--- config.mk ---
export PLATFORM = sky130hd
export DESIGN_NAME = axis_master_pkt
export DESIGN_NICKNAME = d
export VERILOG_FILES = /design/src/rtl/axis_master_pkt.sv
export SDC_FILE = /design/constraint.sdc
export NUM_CORES = 1
export LEC_CHECK = 0
export CORE_MARGIN = 1
export CORE_UTILIZATION = 50
export CTS_CLUSTER_SIZE = 30
export DETAILED_ROUTE_END_ITERATION = 8
export DONT_BUFFER_PORTS = 1
export SYNTH_ARGS = -nofsm -noshare
export SYNTH_HDL_FRONTEND = slang
export SYNTH_SLANG_ARGS = --single-unit
export TNS_END_PERCENT = 100
--- constraint.sdc ---
create_clock -name M_AXIS_ACLK -period 3.4 [get_ports M_AXIS_ACLK]
set_input_delay 0.34 -clock M_AXIS_ACLK [delete_from_list [all_inputs] [get_ports M_AXIS_ACLK]]
set_output_delay 0.34 -clock M_AXIS_ACLK [all_outputs]
set_load 0.01 [all_outputs]
--- src/rtl/axis_master_pkt.sv ---
// -----------------------------------------------------------------------------
// axis_master_pkt
// AXI4-Stream master for the MLP output path. Result words from the MLP core
// are buffered in a first-word-fall-through FIFO and streamed out in packets of
// C_PACKET_LEN beats with a generated TLAST.
//
// Parameters
//   C_M_AXIS_TDATA_WIDTH : word width (multiple of 8)
//   C_FIFO_DEPTH         : FIFO entries (power of two, >= 2)
//   C_PACKET_LEN         : beats per packet
//   C_STORE_AND_FORWARD  : 1 = a packet starts only once all its words are stored
//
// Ports
//   M_AXIS_ACLK, M_AXIS_ARESET : clock, synchronous active-high reset
//   pi_mlp_data, pi_write_to_fifo : write side from the MLP core
//   po_wr_fifo_done  : one-cycle pulse after the last word of a packet is stored
//   po_fifo_full, po_fifo_level : FIFO status
//   M_AXIS_*         : AXI4-Stream master (TSTRB constant all ones)
//   po_overflow      : sticky dropped-write flag, only when the macro
//                      AXIS_MASTER_OVERFLOW_EN is defined
// -----------------------------------------------------------------------------
module axis_master_pkt #(
    parameter int C_M_AXIS_TDATA_WIDTH = 32,
    parameter int C_FIFO_DEPTH         = 16,
    parameter int C_PACKET_LEN         = 8,
    parameter int C_STORE_AND_FORWARD  = 0
) (
    input  logic                                M_AXIS_ACLK,
    input  logic                                M_AXIS_ARESET,
    input  logic [C_M_AXIS_TDATA_WIDTH-1:0]     pi_mlp_data,
    input  logic                                pi_write_to_fifo,
    output logic                                po_wr_fifo_done,
    output logic                                po_fifo_full,
    output logic [$clog2(C_FIFO_DEPTH):0]       po_fifo_level,
    input  logic                                M_AXIS_TREADY,
    output logic [C_M_AXIS_TDATA_WIDTH-1:0]     M_AXIS_TDATA,
    output logic [C_M_AXIS_TDATA_WIDTH/8-1:0]   M_AXIS_TSTRB,
    output logic                                M_AXIS_TLAST,
`ifdef AXIS_MASTER_OVERFLOW_EN
    output logic                                po_overflow,
`endif
    output logic                                M_AXIS_TVALID
);

    localparam int PTR_W  = $clog2(C_FIFO_DEPTH);
    localparam int LVL_W  = PTR_W + 1;
    localparam int BEAT_W = (C_PACKET_LEN > 1) ? $clog2(C_PACKET_LEN) : 1;
    // One spare bit: in cut-through mode a packet can be counted while its
    // words are already leaving, so the count may exceed level/C_PACKET_LEN.
    localparam int PKT_W  = LVL_W + 1;

    localparam logic [LVL_W-1:0]  DEPTH_LVL = LVL_W'(C_FIFO_DEPTH);
    localparam logic [BEAT_W-1:0] LAST_BEAT = BEAT_W'(C_PACKET_LEN - 1);

    typedef enum logic [0:0] {
        ST_IDLE = 1'b0,
        ST_SEND = 1'b1
    } state_t;

    logic [C_M_AXIS_TDATA_WIDTH-1:0] mem_r [C_FIFO_DEPTH];
    logic [PTR_W-1:0]  wr_ptr_r;
    logic [PTR_W-1:0]  rd_ptr_r;
    logic [LVL_W-1:0]  level_r;
    logic [BEAT_W-1:0] wr_beat_r;
    logic [BEAT_W-1:0] rd_beat_r;
    logic [PKT_W-1:0]  pkt_cnt_r;
    logic              done_r;
    state_t            state_r;
    state_t            next_state_s;

    logic wr_en_s;
    logic rd_en_s;
    logic start_s;
    logic pkt_done_s;
    logic tvalid_s;
    logic tlast_s;
    logic last_hs_s;

    // Write acceptance, start condition and handshake decode plus FSM next state.
    always_comb begin
        next_state_s = state_r;
        tvalid_s     = 1'b0;
        // Acceptance looks only at the pre-edge level: a same-cycle read never
        // frees a slot for this cycle's write.
        wr_en_s      = pi_write_to_fifo && (level_r < DEPTH_LVL);
        pkt_done_s   = wr_en_s && (wr_beat_r == LAST_BEAT);
        if (C_STORE_AND_FORWARD != 0) begin
            start_s = (pkt_cnt_r != PKT_W'(0));
        end else begin
            start_s = (level_r != LVL_W'(0));
        end
        case (state_r)
            ST_IDLE: begin
                if (start_s) begin
                    next_state_s = ST_SEND;
                end else begin
                    next_state_s = ST_IDLE;
                end
            end
            ST_SEND: begin
                tvalid_s = (level_r != LVL_W'(0));
                if (tvalid_s && M_AXIS_TREADY && (rd_beat_r == LAST_BEAT)) begin
                    next_state_s = ST_IDLE;
                end else begin
                    next_state_s = ST_SEND;
                end
            end
            default: begin
                next_state_s = ST_IDLE;
            end
        endcase
        tlast_s   = tvalid_s && (rd_beat_r == LAST_BEAT);
        rd_en_s   = tvalid_s && M_AXIS_TREADY;
        last_hs_s = rd_en_s && tlast_s;
    end

    // FIFO storage; cleared on reset so TDATA reads zero afterwards.
    always_ff @(posedge M_AXIS_ACLK) begin
        if (M_AXIS_ARESET) begin
            for (int i = 0; i < C_FIFO_DEPTH; i++) begin
                mem_r[i] <= {C_M_AXIS_TDATA_WIDTH{1'b0}};
            end
        end else if (wr_en_s) begin
            mem_r[wr_ptr_r] <= pi_mlp_data;
        end
    end

    // FIFO pointers and fill level.
    always_ff @(posedge M_AXIS_ACLK) begin
        if (M_AXIS_ARESET) begin
            wr_ptr_r <= PTR_W'(0);
            rd_ptr_r <= PTR_W'(0);
            level_r  <= LVL_W'(0);
        end else begin
            if (wr_en_s) begin
                wr_ptr_r <= wr_ptr_r + PTR_W'(1);
            end
            if (rd_en_s) begin
                rd_ptr_r <= rd_ptr_r + PTR_W'(1);
            end
            case ({wr_en_s, rd_en_s})
                2'b10:   level_r <= level_r + LVL_W'(1);
                2'b01:   level_r <= level_r - LVL_W'(1);
                default: level_r <= level_r;
            endcase
        end
    end

    // Write/read beat counters, complete-packet counter and done pulse.
    always_ff @(posedge M_AXIS_ACLK) begin
        if (M_AXIS_ARESET) begin
            wr_beat_r <= BEAT_W'(0);
            rd_beat_r <= BEAT_W'(0);
            pkt_cnt_r <= PKT_W'(0);
            done_r    <= 1'b0;
        end else begin
            if (wr_en_s) begin
                wr_beat_r <= pkt_done_s ? BEAT_W'(0) : (wr_beat_r + BEAT_W'(1));
            end
            if (rd_en_s) begin
                rd_beat_r <= tlast_s ? BEAT_W'(0) : (rd_beat_r + BEAT_W'(1));
            end
            case ({pkt_done_s, last_hs_s})
                2'b10:   pkt_cnt_r <= pkt_cnt_r + PKT_W'(1);
                2'b01:   pkt_cnt_r <= pkt_cnt_r - PKT_W'(1);
                default: pkt_cnt_r <= pkt_cnt_r;
            endcase
            done_r <= pkt_done_s;
        end
    end

    // FSM state register.
    always_ff @(posedge M_AXIS_ACLK) begin
        if (M_AXIS_ARESET) begin
            state_r <= ST_IDLE;
        end else begin
            state_r <= next_state_s;
        end
    end

`ifdef AXIS_MASTER_OVERFLOW_EN
    logic overflow_r;

    // Sticky flag for any write attempted against a full FIFO.
    always_ff @(posedge M_AXIS_ACLK) begin
        if (M_AXIS_ARESET) begin
            overflow_r <= 1'b0;
        end else if (pi_write_to_fifo && (level_r == DEPTH_LVL)) begin
            overflow_r <= 1'b1;
        end
    end

    assign po_overflow = overflow_r;
`endif

    // Stream outputs are decoded from registered state only (no input paths).
    assign M_AXIS_TVALID   = tvalid_s;
    assign M_AXIS_TLAST    = tlast_s;
    assign M_AXIS_TDATA    = mem_r[rd_ptr_r];
    assign M_AXIS_TSTRB    = {(C_M_AXIS_TDATA_WIDTH/8){1'b1}};
    assign po_fifo_level   = level_r;
    assign po_fifo_full    = (level_r == DEPTH_LVL);
    assign po_wr_fifo_done = done_r;

endmodule

==> out/results.txt, run 1 <==
The flow ran to the end, and the final reports show no timing, DRC or antenna violations. In this run the critical register-to-register path is captured at po_fifo_level[4]$_SDFFE_PP0P_. The post-layout minimum cycle time was 3.02 ns. Setup repair after global routing left no endpoint under its margin.

The fraction of layout instances using a drive strength above 1 works out to 0.188. The routed length per placed instance is 26.2 µm, and the post-synth design cell area is 0.0242 mm². The number of antenna diodes in the final layout is 0. The number of synthesized flops with an enable pin was 512.

The number of I/O port buffers is 0. For the global-route usage over all layers, the log shows 0.242. The tree is rooted in a clkbuf_16. The number of placed I/O pins was 81. The worst setup path is launched from a flip-flop.

The placer's final routability congestion estimate is 0.747, and the wire length of the first global-routing pass is 86400 µm. The run gives 2.68 ns as the critical path arrival. Starting density of the core: 0.506.

The run gives 0 ns as the sum of negative setup slack. The most used flip-flop cell after synthesis was edfxtp_1. Hold timing on the final database bottoms out at a slack of 0.0509 ns.

The die covers 0.0492 mm². The count of nets left with antenna violations once routing finished came out at 0. The run gives 3719 as the number of inserted filler cells in the final layout. Sorting the synthesized cells by area gives the leading types as edfxtp_1 64%, and2_1 13%, mux4_2 12%.

Number of register bits inferred by synthesis: 537. The largest fanout on the critical path is 21, and the delay of the slowest critical-path stage is 0.65 ns. The final route contains 12800 vias. The Yosys step of the flow raised 0 warnings. The tools report the number of antenna violations at the first check in global routing as 4. Gates resized during post-CTS repair numbered 0. Summing all multi-input logic gate instances after layout gives 0.00775 mm². The run gives 0 as the max-slew violation total from the final report.

Counting along the longest clock path gives a buffer depth of 3. The total area of sequential cells is 0.0159 mm². The power density over the cells is 540 mW/mm².

The tools report the pin count of the biggest net entering global routing as 55. In this run, distinct cell masters in the synthesized netlist total 48. Data on the critical path is required at its endpoint by 3.06 ns.

The average size of a mapped cell came out at 15.5 µm². The gate count of the mapped netlist was 1561. The run gives 56 as the total CTS buffers. Total clock sinks: 537.

After detailed routing, the total wire length is 58300 µm. The critical register-to-register path startpoint is po_fifo_level[1]$_SDFFE_PP0P_. Leftover overflow at the end of global routing: 0.

Sequential cell area fraction in the yosys report: 0.657. The logs give 0.0477 mm² for the core footprint and 0.59 ns for the clock latency reported for the late side of the worst-skew pair. The core utilization of the finished layout was 0.567. The horizontal die dimension is 222 µm, and the floorplan row count is 80.

TritonCTS built the clock tree. The critical path ends at M_AXIS_TDATA[0]. Among all cell types in the netlist, the one instantiated most often is and2_1.

For the via count of the first global-routing pass, the log shows 13300. The largest vdd supply drop was 0.374 mV. The final setup violation count is 0, and the worst-margin pin slew is 1.01 ns. From bottom edge to top edge, the die measures 222 µm. Summed over all cells, the static leakage comes to 9.76 nW. The signal on the critical path passes through buf_12 -> buf_4 -> mux4_2 -> a22oi_1 -> nand2_1. The worst setup path is captured at a primary output.

The run gives 0.325 as the worst slew slack as a fraction of its limit. Worst setup path category: flip-flop to primary output. After synthesis, the most frequently instantiated cells are 515 x and2_1, 512 x edfxtp_1, 128 x mux4_2, 71 x clkbuf_1, 64 x a22oi_1. The detailed router finished its first iteration with 1136 violations. The number of maximum-capacitance constraint violations was 0; the async set-reset flop share out of synthesis was 0. The area added between synthesis and finish was 12.1%.

Timing would allow up to 0.331 GHz. The H-tree generated during clock tree synthesis spans 2 levels. Detailed placement finished with a half-perimeter wire length of 32800 µm.

Most area-hungry cell type in the Yosys netlist: edfxtp_1. Final cycle utilization of the critical path: 0.888. The average via count per standard cell came out at 5.74. The number of remaining DRC errors is 0. The share of the synthesized area in the top cell type was 0.636; the flop-to-flop setup slack was 0.43 ns. The post-CTS clock slew at the launch and capture registers of the worst setup and hold paths is 0.06 ns. The worst register-to-register path has a depth of 10. The slowest stage of the critical path belongs to the cell dfxtp_4.

The path class of the tightest hold or removal check is input pin to flip-flop. The final layout contains 1622 nets. Between clock sinks in the finished design, the worst skew comes to 0.0118 ns.

The first TritonRoute pass finished after 5 iterations. The tools report the number of hold violations in the final report as 0.
[cell families after synthesis]
family                   share of synthesized area
other                                     0.000155
AO/OA/AOI/OAI                               0.0253
multiplexers                                 0.121
buffers and inverters                       0.0263
AND/OR/NAND/NOR                              0.161
flip-flops                                   0.657
XOR/XNOR                                   0.00290
adder cells (fa/ha/maj)                    0.00622
[power by group]
group	switching (W)	leakage, nW	internal [W]	total [W]
combinational	0.000657	3.42	0.000501	0.00116
clock	0.00248	0.845	0.00338	0.00586
sequential	0.000117	5.50	0.00749	0.00761
total	0.00325	9.76	0.0114	0.0146
[placed cells by master (no fill, tap or decap), types with 2 or more instances in the layout]
cell type | Yosys | layout
and2_1 | 515 | 514
edfxtp_1 | 512 | 512
mux4_2 | 128 | 128
a22oi_1 | 64 | 64
clkbuf_16 | 0 | 57
nand2_1 | 48 | 48
buf_4 | 13 | 38
dlygate4sd3_1 | 0 | 34
dfxtp_1 | 25 | 23
nor2_1 | 34 | 21
clkbuf_1 | 71 | 18
buf_12 | 0 | 16
or2_2 | 14 | 14
ha_1 | 12 | 12
nor2_4 | 4 | 11
a21oi_1 | 10 | 10
clkinv_2 | 0 | 10
clkinv_1 | 0 | 9
nor2_2 | 0 | 6
xor2_1 | 6 | 6
nand3b_1 | 5 | 5
or3_1 | 4 | 4
conb_1 | 1 | 4
bufinv_16 | 0 | 4
a31oi_1 | 3 | 3
nand3_1 | 3 | 3
nor2b_4 | 1 | 3
nand2_2 | 3 | 3
mux2i_1 | 2 | 2
xnor2_1 | 2 | 2
nor3b_1 | 2 | 2
o21ai_0 | 2 | 2
nand2b_1 | 2 | 2
inv_2 | 2 | 2
inv_1 | 2 | 2
dfxtp_4 | 0 | 2
[final cells by class]
| type | count | share of cell area |
|---|---|---|
| inverter | 4 | 0.000554 |
| clock inverter | 24 | 0.00785 |
| timing repair buffer | 88 | 0.0349 |
| sequential | 537 | 0.586 |
| multi-input combinational | 887 | 0.286 |
| clock buffer | 76 | 0.0557 |
| tap | 615 | 0.0284 |
[worst min-delay path by stage]
stage	from	end	cells after the start
after global routing	M_AXIS_ARESET	po_fifo_level[3]$_SDFFE_PP0P_	3
after CTS	M_AXIS_ARESET	po_fifo_level[3]$_SDFFE_PP0P_	3
after global placement	M_AXIS_ARESET	flip-flop	1
after detailed placement	M_AXIS_ARESET	flip-flop	1
final	M_AXIS_ARESET	po_fifo_level[3]$_SDFFE_PP0P_	3
after floorplan	rd_beat_r[1]$_SDFFE_PP0P_	rd_beat_r[1]$_SDFFE_PP0P_	2
[layer usage]
| layer | track usage | up-vias | wire (µm) |
|---|---|---|---|
| li1 | - | 5756 | - |
| met4 | 0.0719 | 6 | 1410 |
| met2 | 0.405 | 422 | 28700 |
| met1 | 0.326 | 6529 | 24500 |
| met3 | 0.0429 | 92 | 3730 |
| met5 | 0 | - | 41 |
[repair_timing]
item,CTS,global route
hold buffers,34,0
hold endpoints to repair,537,0
setup buffers,0,0
[flip-flops by register name (all words and copies together) (netlist names), named ones only]
| register | count |
|---|---|
| rd_beat_r | 3 |
| po_fifo_level | 5 |
| state_r | 1 |
| wr_beat_r | 3 |
| rd_ptr_r | 4 |
| po_wr_fifo_done | 1 |
| wr_ptr_r | 4 |
| mem_r | 512 |
[through the flow]
stage	std cells	area, µm²	setup slack, ns	total power [W]
2_1_floorplan	1564	24200	0.662	0.00851
3_3_place_gp	2097	25000	0.545	0.00881
3_5_place_dp	2097	25000	0.478	0.00883
4_1_cts	2231	27100	0.274	0.0148
5_1_grt	2231	27100	0.219	0.0151
6_report	2231	27100	0.381	0.0146
[critical path: cells and delay by family (launching register included)]
kind,cells,cell delay (ns)
AO/OA/AOI/OAI,1,0.20
buffers and inverters,2,0.50
AND/OR/NAND/NOR,1,0.18
multiplexers,1,0.52
flip-flops,1,0.65
Power figures use the tool's default switching activity.
==> run 2: changes to the inputs <==
SKIP_CTS_REPAIR_TIMING = 1   (was unset)
==> run 2 against run 1 <==
  * Die area is the same
  * Non-clock buffer count increased by 1
  * Worst hold slack worse by 0.0057 ns
  * Highest routed layer unchanged
==> out/results.txt, run 2 (same netlist as run 1, synthesis figures left out) <==
Number of maximum-capacitance constraint violations: 0. In the layout the commonest cells are 514 x and2_1, 512 x edfxtp_1, 128 x mux4_2. The area added between synthesis and finish is 12.2%. Core utilization of the finished layout: 0.568. Setup violations remaining at the end of the flow were counted as 0. Entering global routing, the biggest net connects 55 pins.

The worst register-to-register path begins at po_fifo_level[1]$_SDFFE_PP0P_. Clock-pin slew was measured on the worst setup and hold paths at 0.06 ns. In this run, CTS created clock tree buffers numbering 56. The number of DRC violations after detailed-routing iteration 0 is 1113. The number of inserted diodes is 0, and the average via count per standard cell is 5.74. The worst hold path begins at M_AXIS_ARESET.

The path class of the tightest hold or removal check is input pin to flip-flop. Register with the highest flop count: mem_r. The run gives 3.06 ns as the data required time of the worst path.

Once detail routing completed, the nets flagged for antenna violations numbered 0. The placed instances occupy a cell area of 0.0250 mm². TritonCTS built the clock tree.

Across all hold checks on the routed design, the worst slack comes to 0.0453 ns. The net count of the finished layout is 1623. The worst setup path is captured at a primary output. The logs give 0 ns for the sum of negative setup slack and 2.69 ns for the critical path arrival. The max-slew violation total from the final report was 0. For the clock latency reported for the late side of the worst-skew pair, the log shows 0.60 ns. Counting the fill cells in the layout gives 3713. The flow ran to the end, and the final reports show no timing, DRC or antenna violations.

The wire length after detailed routing was 58500 µm; the leakage component of the power was 9.77 nW. In this run the power density over the cells is 541 mW/mm². The leftover overflow at the end of global routing was 0; the global-route usage over all layers was 0.241. The via count of the first global-routing pass was 13000; the routed length per placed instance was 26.2 µm. The area of all placed cells without fillers is 0.0271 mm², and the die footprint is 0.0492 mm². The number of remaining DRC errors is 0. The number of placed I/O pins is 81. The final cycle utilization of the critical path is 0.890, and the worst-margin pin slew is 0.960 ns.

Setup repair after global routing left no endpoint under its margin. Leaving out fill and tap cells, the most frequent cell in the layout is and2_1. Along the worst path, the maximum fanout reaches 21. The height of the chip works out to 222 µm.

The HPWL after detailed placement is 32800 µm. CTS built an H-tree with a depth of 2. In this run the tool buffered the top-level ports with 0 buffer cells. The clock arrives with 0.0109 ns of skew. The first global-routing pass estimated 85700 µm of wire.

The tools report the floorplan row count as 80. Across all layers, the routed design uses 12800 vias. Static timing analysis puts the maximum clock frequency at 0.330 GHz. For this design, the sink count on the clock tree is 537. The starting density of the core is 0.506. The number of antenna violations at the first check in global routing was 4. The post-layout minimum cycle time was 3.03 ns; the number of hold violations in the final report was 0. The clock passes through at most 3 buffers. The first detailed-routing pass ran for 5 iterations.

Routability-driven placement finished with a final weighted congestion of 0.747. The critical path is of the flip-flop to primary output type. The core region is 0.0477 mm². Measured along the x axis, the die boundary spans 222 µm. The register with the most flip-flops in the layout has 512 of them. The tools report the element type at the critical path start as a flip-flop. The library cell used as clock root buffer is clkbuf_16. The fraction of layout instances using a drive strength above 1 was 0.187; the largest vdd supply drop was 0.377 mV. The run gives 0.358 as the worst slew slack as a fraction of its limit.
run 2: changes by cell type in the layout (fill, tap and decap cells not counted), sizes merged:
cell,change
dlygate4sd3,+1
run 2: worst paths after layout:
path | to | slack [ns] | depth (start not counted)
max | M_AXIS_TDATA[0] | 0.37 | 5
min | po_fifo_level[3]$_SDFFE_PP0P_ | 0.05 | 3
max reg2reg | po_fifo_level[4]$_SDFFE_PP0P_ | 0.41 | 10
min reg2reg | wr_beat_r[1]$_SDFFE_PP0P_ | 0.46 | 2
run 2: layout make-up:
type	count	area, µm²	share of cell area
repair buffers	89	956	0.0353
multi-input cells	887	7750	0.286
clock buffers	76	1510	0.0556
well taps	615	769	0.0284
inverters	4	15.0	0.000554
flip-flops and latches	537	15900	0.586
clock inverters	24	213	0.00785
run 2: stage by stage:
stage	power, W	setup WS (ns)	std cells
after floorplan	0.00851	0.662	1564
after global placement	0.00881	0.545	2097
after detailed placement	0.00883	0.478	2097
after CTS	0.0147	0.274	2197
after global routing	0.0151	0.219	2232
final	0.0146	0.374	2232
run 2: where the power goes:
part	total (W)	internal [W]	leakage (nW)	switching, W
clock	0.00588	0.00338	0.845	0.00249
combinational	0.00116	0.000502	3.42	0.000658
sequential	0.00761	0.00749	5.50	0.000118
total	0.0146	0.0114	9.77	0.00327
run 2: critical path, cell delays in order, from the launching register on:
cell	delay, ns
dfxtp_4	0.65
buf_12	0.28
buf_4	0.22
mux4_2	0.51
a22oi_1	0.20
nand2_1	0.19
run 2: layer usage:
metal | track usage | vias up | part of all wire
li1 | - | 5754 | -
met1 | 0.321 | 6554 | 0.42
met2 | 0.404 | 411 | 0.50
met3 | 0.0456 | 93 | 0.065
met4 | 0.0708 | 6 | 0.024
met5 | 0 | - | 0.00077
==> run 3: changes to the inputs <==
CELL_PAD_IN_SITES_DETAIL_PLACEMENT = 0   (was unset)
CELL_PAD_IN_SITES_GLOBAL_PLACEMENT = 1   (was unset)
PLACE_DENSITY_LB_ADDON = 0.1   (was unset)
==> run 3 against run 2 <==
  * Utilization rose by 0.23 points
  * Flip-flop and latch count did not move
  * Critical endpoint is now po_fifo_level[4]$_SDFFE_PP0P_
  * Largest power group unchanged
  * Clock power rose by 4.8%
==> out/results.txt, run 3 (same netlist as run 1, synthesis figures left out) <==
The run finished with clean final reports. The total CTS buffers came out at 56. The run gives 26300 µm as the detailed-route wire length on metal 1. IR analysis of the VDD net gives a maximum drop of 0.398 mV. Across all layers, the routed design uses 13100 vias. The largest fanout on the critical path is 8, and the average via count per standard cell is 5.88. Global-route usage over all layers: 0.259. The total number of nets in the final design was 1619. Worst clock skew on the final layout: 0.0174 ns. Detailed routing placed a total of 29100 µm of wire on met2. From left edge to right edge, the die measures 222 µm.

The routed length per placed instance is 27.8 µm, and the starting density of the core is 0.506. The clock passes through at most 3 buffers. For the data required time of the worst path, the log shows 3.88 ns. Setup violations remaining at the end of the flow were counted as 0.

81 I/O pins were placed. The most common cell after layout, fill and taps aside was and2_1. Critical path arrival: 3.50 ns. In this run the top signal layer used is met5. The worst setup path category is flip-flop to flip-flop.

The tools report the worst slew slack as a fraction of its limit as 0.360. The core utilization of the finished layout was 0.570. The min-delay analysis places its worst path in the category input pin to flip-flop. The logs give 5 for the total iterations of the first detailed-routing run and 0 for the number of hold violations in the final report. The flip-flop count of the largest register after layout was 512; the number of I/O port buffers was 0. The run gives 3696 as the number of inserted filler cells in the final layout.

The post-CTS clock slew at the launch and capture registers of the worst setup and hold paths is 0.06 ns. Entering global routing, the biggest net connects 49 pins. The run gives 80 as the floorplan row count. The post-route worst setup slack was 0.383 ns. The logs give 9.80 nW for the leakage component of the power and 0.724 for the placer's final routability congestion estimate.

TritonCTS built the clock tree. The height of the chip works out to 222 µm. Power spread over the standard cell area amounts to 549 mW/mm².

Adding up every negative setup slack in the final design gives 0 ns. The H-tree generated during clock tree synthesis spans 2 levels. Counting flops per register, the top entry is mem_r. The endpoint class of the critical path was a flip-flop. The HPWL reported at the end of detailed placement came out at 33400 µm. The via count of the first global-routing pass is 13300.

The fraction of layout instances using a drive strength above 1 is 0.190, and the worst-margin pin slew is 0.957 ns. The residual antenna-violating net count after detailed routing is 0. The number of DRC violations after detailed-routing iteration 0 was 1151; the worst setup timing slack at the placement stage was 0.400 ns.

The clock reaches the later pin of the worst-skew pair after 0.61 ns. The worst setup path is launched from a flip-flop. The met3 wire length came out at 5350 µm. In the layout the commonest cells are 514 x and2_1, 512 x edfxtp_1, 128 x mux4_2. The number of antenna violations at the first check in global routing was 7; the post-layout minimum cycle time was 3.02 ns.

Global routing finished with a remaining overflow of 0. The tool flagged a number of max-cap violations equal to 0. The tools report the wire length after detailed routing as 62100 µm. The total clock sinks is 537. The run gives 0 as the max-slew violation total from the final report.

Compared with the post-synthesis result, the final layout area differs by 12.6%. After detailed placement, the total cell area comes to 0.0250 mm². The floorplan step defined a die boundary enclosing 0.0492 mm². For this run, the top clock speed supported by timing is 0.331 GHz. The cell sitting at the root of the clock tree is a clkbuf_16.

The first global-routing pass estimated 90900 µm of wire. Setup repair after global routing left no endpoint under its margin. For the number of remaining DRC errors, the log shows 0. The final cycle utilization of the critical path was 0.887; the area of all placed cells without fillers was 0.0272 mm².

In this run the standard cell core region covers 0.0477 mm².
[run 3: cell count changes in the layout (fill, tap and decap cells not counted)]
cell           previous run  this run
buf_4                    38        35
bufinv_16                 4         7
clkbuf_1                 18        11
clkbuf_8                  1         2
clkinv_1                  9        13
clkinv_2                 10        13
clkinvlp_4                0         1
diode_2                   0         3
dlygate4sd3_1            35        34
inv_6                     1         0
nor2_2                    6         0
nor2_4                   11        17
[run 3: final cells by class]
type	instances	area (µm²)	share of cell area
inverter	4	15.0	0.000552
sequential	537	15900	0.584
clock buffer	70	1500	0.0550
clock inverter	34	332	0.0122
antenna	3	7.51	0.000276
tap	615	769	0.0283
multi-input combinational	887	7780	0.286
timing repair buffer	85	923	0.0339
[run 3: final timing paths]
path              slack (ns)                            end  cells after the start                          start
hold reg to reg         0.46      rd_beat_r[1]$_SDFFE_PP0P_                      2      rd_beat_r[1]$_SDFFE_PP0P_
hold / removal          0.03  po_fifo_level[3]$_SDFFE_PP0P_                      3                  M_AXIS_ARESET
setup / recovery        0.38  po_fifo_level[4]$_SDFFE_PP0P_                     10  po_fifo_level[1]$_SDFFE_PP0P_
setup reg to reg        0.38  po_fifo_level[4]$_SDFFE_PP0P_                     10  po_fifo_level[1]$_SDFFE_PP0P_
[run 3: layer usage]
layer	track usage	vias to the layer above
li1	-	5759
met1	0.368	6766
met2	0.409	521
met3	0.0550	99
met4	0.0665	4
met5	0	-
[run 3: report_power, final]
group          total (W)  leakage [nW]  switching (W)  internal, W
clock network    0.00616         0.900        0.00253      0.00363
logic            0.00117          3.40       0.000680     0.000492
registers        0.00760          5.50       0.000110      0.00749
total             0.0149          9.80        0.00332       0.0116
[run 3: stage by stage]
step	power [W]	std cells	hold slack, ns
after CTS	0.0150	2198	-0.227
after detailed placement	0.00883	2094	0.415
after global placement	0.00881	2094	0.414
after global routing	0.0154	2234	0.0666
final	0.0149	2235	0.0328
after floorplan	0.00851	1564	0.436
[run 3: worst max-delay path, cell delays in order (launching register included)]
cell,delay [ns]
dfxtp_1,0.41
nor4_2,0.34
nand2b_1,0.18
nand3_1,0.21
inv_2,0.11
ha_1,0.31
xor2_1,0.18
ha_1,0.23
or3_1,0.35
a31oi_1,0.22
mux2_2,0.36
